`src/rtl/dmem_arb_pkg.sv`:
```
// Shared types and constants for the data-memory arbiter.
//   arb_state_t : arbiter FSM states (IDLE accepts a request, RESP returns its response)
//   PORT0/PORT1 : port identifiers used for owner and last_grant
//   gnt_port    : converts a one-hot 2-bit grant into a port identifier
package dmem_arb_pkg;

    typedef enum logic {
        IDLE = 1'b0,
        RESP = 1'b1
    } arb_state_t;

    localparam logic PORT0 = 1'b0;
    localparam logic PORT1 = 1'b1;

    function automatic logic gnt_port(input logic [1:0] gnt);
        return gnt[1] ? PORT1 : PORT0;
    endfunction

endpackage

```
`src/rtl/dmem_arbiter_if.sv`:
```
// One requester port of the data-memory arbiter.
//   valid/we/addr/wdata : request, held stable by the requester until ready
//   ready               : request accepted this cycle
//   rsp_valid/rsp_rdata : one-cycle response pulse; rdata is 0 for write acks
// Modports: master = requester side, slave = arbiter side.
interface dmem_arbiter_if #(
    parameter int unsigned ADDR_W = 7,
    parameter int unsigned DATA_W = 32
) ();
    logic              valid;
    logic              we;
    logic [ADDR_W-1:0] addr;
    logic [DATA_W-1:0] wdata;
    logic              ready;
    logic              rsp_valid;
    logic [DATA_W-1:0] rsp_rdata;

    modport master (
        output valid, we, addr, wdata,
        input  ready, rsp_valid, rsp_rdata
    );

    modport slave (
        input  valid, we, addr, wdata,
        output ready, rsp_valid, rsp_rdata
    );
endinterface

```
`src/rtl/rr_arb2.sv`:
```
// Two-input grant logic, purely combinational.
//   req[1:0]   : request vector (bit N = port N valid)
//   last_grant : port granted most recently
//   gnt[1:0]   : one-hot grant, all zero when nothing is requested
// FIXED_PRIO=0 alternates on a tie (grants the port not granted last);
// FIXED_PRIO=1 always favours port 0 on a tie.
module rr_arb2 #(
    parameter bit FIXED_PRIO = 1'b0
) (
    input  logic [1:0] req,
    input  logic       last_grant,
    output logic [1:0] gnt
);
    always_comb begin
        gnt = '0;
        if (&req) begin
            if (FIXED_PRIO || last_grant) begin
                gnt = 2'b01;
            end else begin
                gnt = 2'b10;
            end
        end else begin
            gnt = req;
        end
    end
endmodule

```
`src/rtl/dmem_arbiter.sv`:
```
// Shares a single-port registered-read data memory between two requesters
// (port 0: CPU load/store unit, port 1: debug/program loader).
//   clk, reset     : clock (rising edge) and synchronous active-high reset
//   p0, p1         : requester ports (valid/ready request, one-cycle response)
//   mem_address    : memory word address
//   mem_write_data : memory write data
//   mem_we         : memory write enable
//   mem_read_data  : memory read data, valid the cycle after the address
// One transaction is outstanding at a time: accept in IDLE, respond in RESP.
module dmem_arbiter
    import dmem_arb_pkg::*;
#(
    parameter int unsigned ADDR_W     = 7,
    parameter int unsigned DATA_W     = 32,
    parameter bit          FIXED_PRIO = 1'b0
) (
    input  logic              clk,
    input  logic              reset,
    dmem_arbiter_if.slave     p0,
    dmem_arbiter_if.slave     p1,
    output logic [ADDR_W-1:0] mem_address,
    output logic [DATA_W-1:0] mem_write_data,
    output logic              mem_we,
    input  logic [DATA_W-1:0] mem_read_data
);
    arb_state_t state, state_d;
    logic       owner, owner_d;
    logic       we_q, we_d;
    logic       last_grant, last_grant_d;
    logic [1:0] req;
    logic [1:0] gnt;
    logic       sel;

    assign req = {p1.valid, p0.valid};

    rr_arb2 #(
        .FIXED_PRIO(FIXED_PRIO)
    ) u_arb (
        .req       (req),
        .last_grant(last_grant),
        .gnt       (gnt)
    );

    always_ff @(posedge clk) begin
        if (reset) begin
            state      <= IDLE;
            owner      <= PORT0;
            we_q       <= 1'b0;
            last_grant <= PORT1;
        end else begin
            state      <= state_d;
            owner      <= owner_d;
            we_q       <= we_d;
            last_grant <= last_grant_d;
        end
    end

    // Outputs are gated by reset so a response pending in RESP is dropped
    // in the same cycle reset is asserted, not one cycle later.
    always_comb begin
        state_d        = state;
        owner_d        = owner;
        we_d           = we_q;
        last_grant_d   = last_grant;
        sel            = gnt_port(gnt);
        p0.ready       = 1'b0;
        p1.ready       = 1'b0;
        p0.rsp_valid   = 1'b0;
        p1.rsp_valid   = 1'b0;
        p0.rsp_rdata   = '0;
        p1.rsp_rdata   = '0;
        mem_address    = '0;
        mem_write_data = '0;
        mem_we         = 1'b0;
        if (!reset) begin
            case (state)
                IDLE: begin
                    if (|gnt) begin
                        state_d      = RESP;
                        owner_d      = sel;
                        last_grant_d = sel;
                        if (sel == PORT1) begin
                            p1.ready       = 1'b1;
                            mem_address    = p1.addr;
                            mem_write_data = p1.wdata;
                            mem_we         = p1.we;
                            we_d           = p1.we;
                        end else begin
                            p0.ready       = 1'b1;
                            mem_address    = p0.addr;
                            mem_write_data = p0.wdata;
                            mem_we         = p0.we;
                            we_d           = p0.we;
                        end
                    end
                end
                RESP: begin
                    state_d = IDLE;
                    if (owner == PORT1) begin
                        p1.rsp_valid = 1'b1;
                        p1.rsp_rdata = we_q ? '0 : mem_read_data;
                    end else begin
                        p0.rsp_valid = 1'b1;
                        p0.rsp_rdata = we_q ? '0 : mem_read_data;
                    end
                end
                default: state_d = IDLE;
            endcase
        end
    end
endmodule
```
`src/flat_wrapper.sv`:
```
// flat-port wrapper written by rule: the top's interface ports become plain ports
module dmem_arbiter_flat import dmem_arb_pkg::*;
#(
    parameter int unsigned ADDR_W     = 7,
    parameter int unsigned DATA_W     = 32,
    parameter bit          FIXED_PRIO = 1'b0
)
  (clk, reset, mem_address, mem_write_data, mem_we, mem_read_data, p0_valid, p0_we, p0_addr, p0_wdata, p0_ready, p0_rsp_valid, p0_rsp_rdata, p1_valid, p1_we, p1_addr, p1_wdata, p1_ready, p1_rsp_valid, p1_rsp_rdata);
  dmem_arbiter_if #(.ADDR_W(ADDR_W), .DATA_W(DATA_W)) p0_i ();
  dmem_arbiter_if #(.ADDR_W(ADDR_W), .DATA_W(DATA_W)) p1_i ();
  input  logic clk;
  input  logic reset;
  output logic [ADDR_W-1:0] mem_address;
  output logic [DATA_W-1:0] mem_write_data;
  output logic mem_we;
  input  logic [DATA_W-1:0] mem_read_data;
  input wire logic [$bits(p0_i.valid)-1:0] p0_valid;
  input wire logic [$bits(p0_i.we)-1:0] p0_we;
  input wire logic [$bits(p0_i.addr)-1:0] p0_addr;
  input wire logic [$bits(p0_i.wdata)-1:0] p0_wdata;
  output wire logic [$bits(p0_i.ready)-1:0] p0_ready;
  output wire logic [$bits(p0_i.rsp_valid)-1:0] p0_rsp_valid;
  output wire logic [$bits(p0_i.rsp_rdata)-1:0] p0_rsp_rdata;
  input wire logic [$bits(p1_i.valid)-1:0] p1_valid;
  input wire logic [$bits(p1_i.we)-1:0] p1_we;
  input wire logic [$bits(p1_i.addr)-1:0] p1_addr;
  input wire logic [$bits(p1_i.wdata)-1:0] p1_wdata;
  output wire logic [$bits(p1_i.ready)-1:0] p1_ready;
  output wire logic [$bits(p1_i.rsp_valid)-1:0] p1_rsp_valid;
  output wire logic [$bits(p1_i.rsp_rdata)-1:0] p1_rsp_rdata;
  assign p0_i.valid = p0_valid;
  assign p0_i.we = p0_we;
  assign p0_i.addr = p0_addr;
  assign p0_i.wdata = p0_wdata;
  assign p0_ready = p0_i.ready;
  assign p0_rsp_valid = p0_i.rsp_valid;
  assign p0_rsp_rdata = p0_i.rsp_rdata;
  assign p1_i.valid = p1_valid;
  assign p1_i.we = p1_we;
  assign p1_i.addr = p1_addr;
  assign p1_i.wdata = p1_wdata;
  assign p1_ready = p1_i.ready;
  assign p1_rsp_valid = p1_i.rsp_valid;
  assign p1_rsp_rdata = p1_i.rsp_rdata;
  dmem_arbiter #(.ADDR_W(ADDR_W), .DATA_W(DATA_W), .FIXED_PRIO(FIXED_PRIO)) u_core (.clk(clk), .reset(reset), .p0(p0_i), .p1(p1_i), .mem_address(mem_address), .mem_write_data(mem_write_data), .mem_we(mem_we), .mem_read_data(mem_read_data));
endmodule
```
`config.mk`:
```
export PLATFORM = sky130hd
export DESIGN_NAME = dmem_arbiter_flat
export DESIGN_NICKNAME = d
export VERILOG_FILES = /design/src/rtl/dmem_arb_pkg.sv /design/src/rtl/dmem_arbiter_if.sv /design/src/rtl/rr_arb2.sv /design/src/rtl/dmem_arbiter.sv /design/src/flat_wrapper.sv
export SDC_FILE = /design/constraint.sdc
export NUM_CORES = 1
export LEC_CHECK = 0
export ABC_AREA = 1
export CAP_MARGIN = 25
export CORE_AREA = 2 2 87 89
export DETAILED_ROUTE_END_ITERATION = 10
export DIE_AREA = 0 0 89 91
export DONT_BUFFER_PORTS = 1
export GPL_ROUTABILITY_DRIVEN = 0
export PLACE_DENSITY_LB_ADDON = 0.3
export SYNTH_ARGS = -nofsm -noshare
export SYNTH_HDL_FRONTEND = slang
export SYNTH_HIERARCHICAL = 1
export SYNTH_SLANG_ARGS = --single-unit
```
`constraint.sdc`:
```
create_clock -name clk -period 2.46 [get_ports clk]
set_clock_uncertainty 0.15 [all_clocks]
set_input_delay 0.738 -clock clk [delete_from_list [all_inputs] [get_ports clk]]
set_output_delay 0.738 -clock clk [all_outputs]
set_load 0.01 [all_outputs]
```
======== Word-level counts from Yosys, hierarchy flattened ========
Index checks and enable logic that the tools add are counted.
word-level totals
  output and inout port bits .............. 108
  register bits ........................... 4
  logic and storage cells ................. 46
  input bits .............................. 116
cells by class
  muxes and demuxes ....................... 38
  reductions and logical operators ........ 3
  bitwise gates (word level) .............. 1
operator list
  cell              count
  $mux 32           11
  $mux 7            4
  $mux 1            20
  $mux 2            2
  $reduce_and 2->1  2
  $pmux 1 s2        1
  $reduce_or 2->1   1
  $not 1->1         1

======== Logic depth before layout (Yosys ltp) ========
  depth after elaboration ................. 7
  depth in mapped cells ................... 9
  depth with buffers taken out ............ 7

======== Hierarchy ========
Netlist, hierarchy kept.
by module, submodules not included
  module        times used  seq. area each (µm²)  cells an instance  area each (µm²)
  dmem_arbiter  1           80.1                  276                1,266.2
  rr_arb2       1           0.0                   5                  21.3

======== Worst setup path after synthesis ========
No wires, ideal clock.
  path kind ............................... in2out
  from .................................... input p1_valid
  to ...................................... output mem_write_data[21]
  path slack .............................. 43 ps
  buffers on the path ..................... 2
  data required time ...................... 1,572 ps
  arrival ................................. 1,529 ps
  stages .................................. 9
  path through ............................ inv_1 > nand2_1 > nand2_1 > inv_1 > nor2_2 > buf_4 > buf_4 > nand3_1 > nand2_1
on the way
  elaborated cells on any way between the ends .. 8
RTL lines
  what                line                RTL
  start: declaration  flat_wrapper.sv:24  input wire logic [$bits(p1_i.valid)-1:0] p1_valid;
  $reduce_and 2->1    rr_arb2.sv:16       if (&req) begin
  $mux 2              rr_arb2.sv:16
  via u_core.gnt[0]   dmem_arbiter.sv:31  logic [1:0] gnt;
  $reduce_or 2->1     dmem_arbiter.sv:78  if (|gnt) begin
  $mux 32             dmem_arbiter.sv:78
  $mux 32             dmem_arbiter.sv:76  case (state)
  $mux 32             dmem_arbiter.sv:75  if (!reset) begin
  end: declaration    flat_wrapper.sv:14  output logic [DATA_W-1:0] mem_write_data;
The timed path passes the listed nets, and every way through them passes these cells.

======== Final worst setup path ========
  from .................................... input p1_valid
  to ...................................... output mem_write_data[9]
The elaborated chain is that of the path after synthesis.

==> flow_summary.toml <==
[outcome]
violations = "setup timing"
status = "finished, violations left"

[sta]
setup_viol = 1
slew_headroom_pct = 77.26
fin_crit_sh_pct = 100.1
rsz0062_at_grt = "true"
period_minus_slack_ns = 2.463
fin_ws_ns = -0.002549
fmax_mhz = 406.1
tightestPinTransition_ns = 0.3412
maxSlewViolCount = 0
finalHoldViolCount = 0
tns_ns = -0.002549

[final_layout]
final_area_mm2 = 0.002321
nets = 461
diodes = 0
fillers = 771
areaGrowthSynthToFinish_pct = 80.27
drive_gt1_share_pct = 43.44

[die]
die_y_um = 91
die_area_mm2 = 0.008099
placementRows = 31
ios = 224
design.core.area_mm2 = 0.007137
initial_core_util_pct = 18.04
die_width_um = 89

[logic_synthesis]
ys_async_sr_fraction_pct = 0
yosysMostFrequentCell = "nand2_1"
ys_warn_count = 6
ys_seq_area_share_pct = 6.220
synth-edff-count = 0
netlist.area_leader.share_pct = 31.10
syn_inst = 281
synth-main-ff-cell = "dfxtp_1"
ys_ff_latch = 4
synth_cell_types = 14
synth_top_area_cell = "nand3_1"
synth_top_cells_by_count = "nand2_1, nand3_1, nor2_1"
synth_fp_nets = 397
netlist_area_mm2 = 0.001287
synth_area_leaders = "nand3_1, nand2_1, nor2_1"
post_synth.cell_area_avg_um2 = 4.582

[setup_path]
crit_chain = "inv_8 > nand2_4 > nand2_4 > inv_4 > nor2_4 > buf_12 > clkbuf_16 > nand3_2 > nand2_2"
critPathSlowestCell = "clkbuf_16"
cp_slowest_stage_delay_ns = 0.16
start_kind = "input port"
crit_required_ns = 1.57
crit_arrival_ns = 1.57
critical_path.startpoint = "p1_valid"
worstSetupPathType = "in2out"
reg2reg_slack_ns = 0.96
cp_max_fo = 6
critPathCaptureType = "output port"
crit_top_cell = "nand2_4"
r2r_start = "u_core/last_grant"

[detailed_routing]
drc = 0
wire_per_inst_um = 14.69
finalWirelength_um = 6493
firstDrtPassIters = 4
via_per_inst = 4.747
drtAntennaViolNets = 0
vias = 2098
drt_iter0_drc = 65

[clock_network]
cts.sinks = 4
cts_hold_buf = 0
clockBufferDepth = 2
clkLatencyLatePin_ns = 0.22
clk_pin_slew_ns = 0.03
cts_tree = "yes"
htree_levels = 1
tritoncts.num_buffers = 3
cts_root_buffer = "clkbuf_8"

[global_routing]
grt_usage_pct = 11.74
antenna_found_initial = 0
grt_pass1_vias = 1723
grt_first_pass_wirelength_um = 7700
grt.overflow.total = 0
grt_max_degree = 78

[placed_design]
dpl_cell_area_mm2 = 0.001909
dp_hpwl_um = 4520
io_buffers = 0

[pwr]
leakagePower_nw = 1.237
power_density_mw_per_mm2 = 269.9
ir_drop_v = 0.0001123

[min_path]
hp-start = "u_core/we_q"
hold_path.class = "reg2reg"

[job]
cap_violations = 0
power breakdown:
part / switching, mW / internal (mW)
combinational: 0.248 / 0.158
sequential: 0.00635 / 0.0716
clock: 0.0381 / 0.105
metrics by stage:
step,instances,utilization [%],hold slack [ns],worst slack (ns),total power [mW]
detailed placement,432,26.75,0.3730,-0.003670,0.3939
finish,442,32.52,0.3772,-0.002549,0.6264
floorplan,281,-,0.3029,0.04299,0.3061
global placement,432,26.75,0.3704,0.01393,0.3879
CTS,435,28.17,0.3814,-0.01219,0.5499
global route,442,32.52,0.4113,-0.05562,0.6711
cells in the final DEF, fill, tap and decap left out:
cell type	Yosys	layout
inv_4	0	1
nand3_2	0	13
clkbuf_8	0	3
nand3_4	0	3
nand2_4	0	4
nor2_1	68	68
dfxtp_1	4	4
nand3_1	80	64
nand2_2	0	36
o21ai_0	2	2
buf_8	0	1
nand2_1	85	45
a21oi_1	2	1
a21oi_4	0	1
nor2_4	1	2
inv_1	11	9
buf_12	0	5
nor3_1	1	1
buf_4	6	74
clkbuf_16	0	3
inv_8	0	1
buf_6	1	2
worst max-delay path: cells and delay by family:
family | cells | cell delay [ns]
buf+inv | 4 | 0.39
simple gates | 5 | 0.45
kinds of logic after synthesis:
kind of cell	share of synthesized area (%)
simple gates	77.45
buf+inv	14.77
flops	6.220
compound gates	1.555
area by class of cell:
cell class                 instances  area, um2  share of cell area (%)
multi-input combinational        240       1256                   54.12
sequential                         4      80.08                   3.450
inverter                          11      51.30                   2.210
tap                               99      123.9                   5.337
timing repair buffer              85      768.2                   33.10
clock buffer                       3      41.29                   1.779
sequential cells by signal, summed over array words and instances, names as in the netlist:
register	cells
u_core/last_grant	1
u_core/state	1
u_core/we_q	1
u_core/owner	1
path summary, 6_finish.rpt:
| kind | to | cells after the start |
|---|---|---|
| max | mem_write_data[9] | 9 |
| min | u_core/we_q | 4 |
| max reg2reg | u_core/owner | 6 |
| min reg2reg | u_core/we_q | 4 |
routing by layer:
layer	global-route usage, %	part of all wire (%)	up-vias
met2	24.50	54	146
met1	11.03	35	928
li1	-	-	1019
met3	1.636	10	5
met5	0	0	-
met4	3.731	1.0	0
repair_timing:
action / CTS / global route
cloned: 0 / 6
pin swaps: 0 / 20
setup endpoints to repair: 24 / 41
resized for setup: 24 / 47
buffers inserted: 0 / 1
Power figures use the tool's default switching activity.
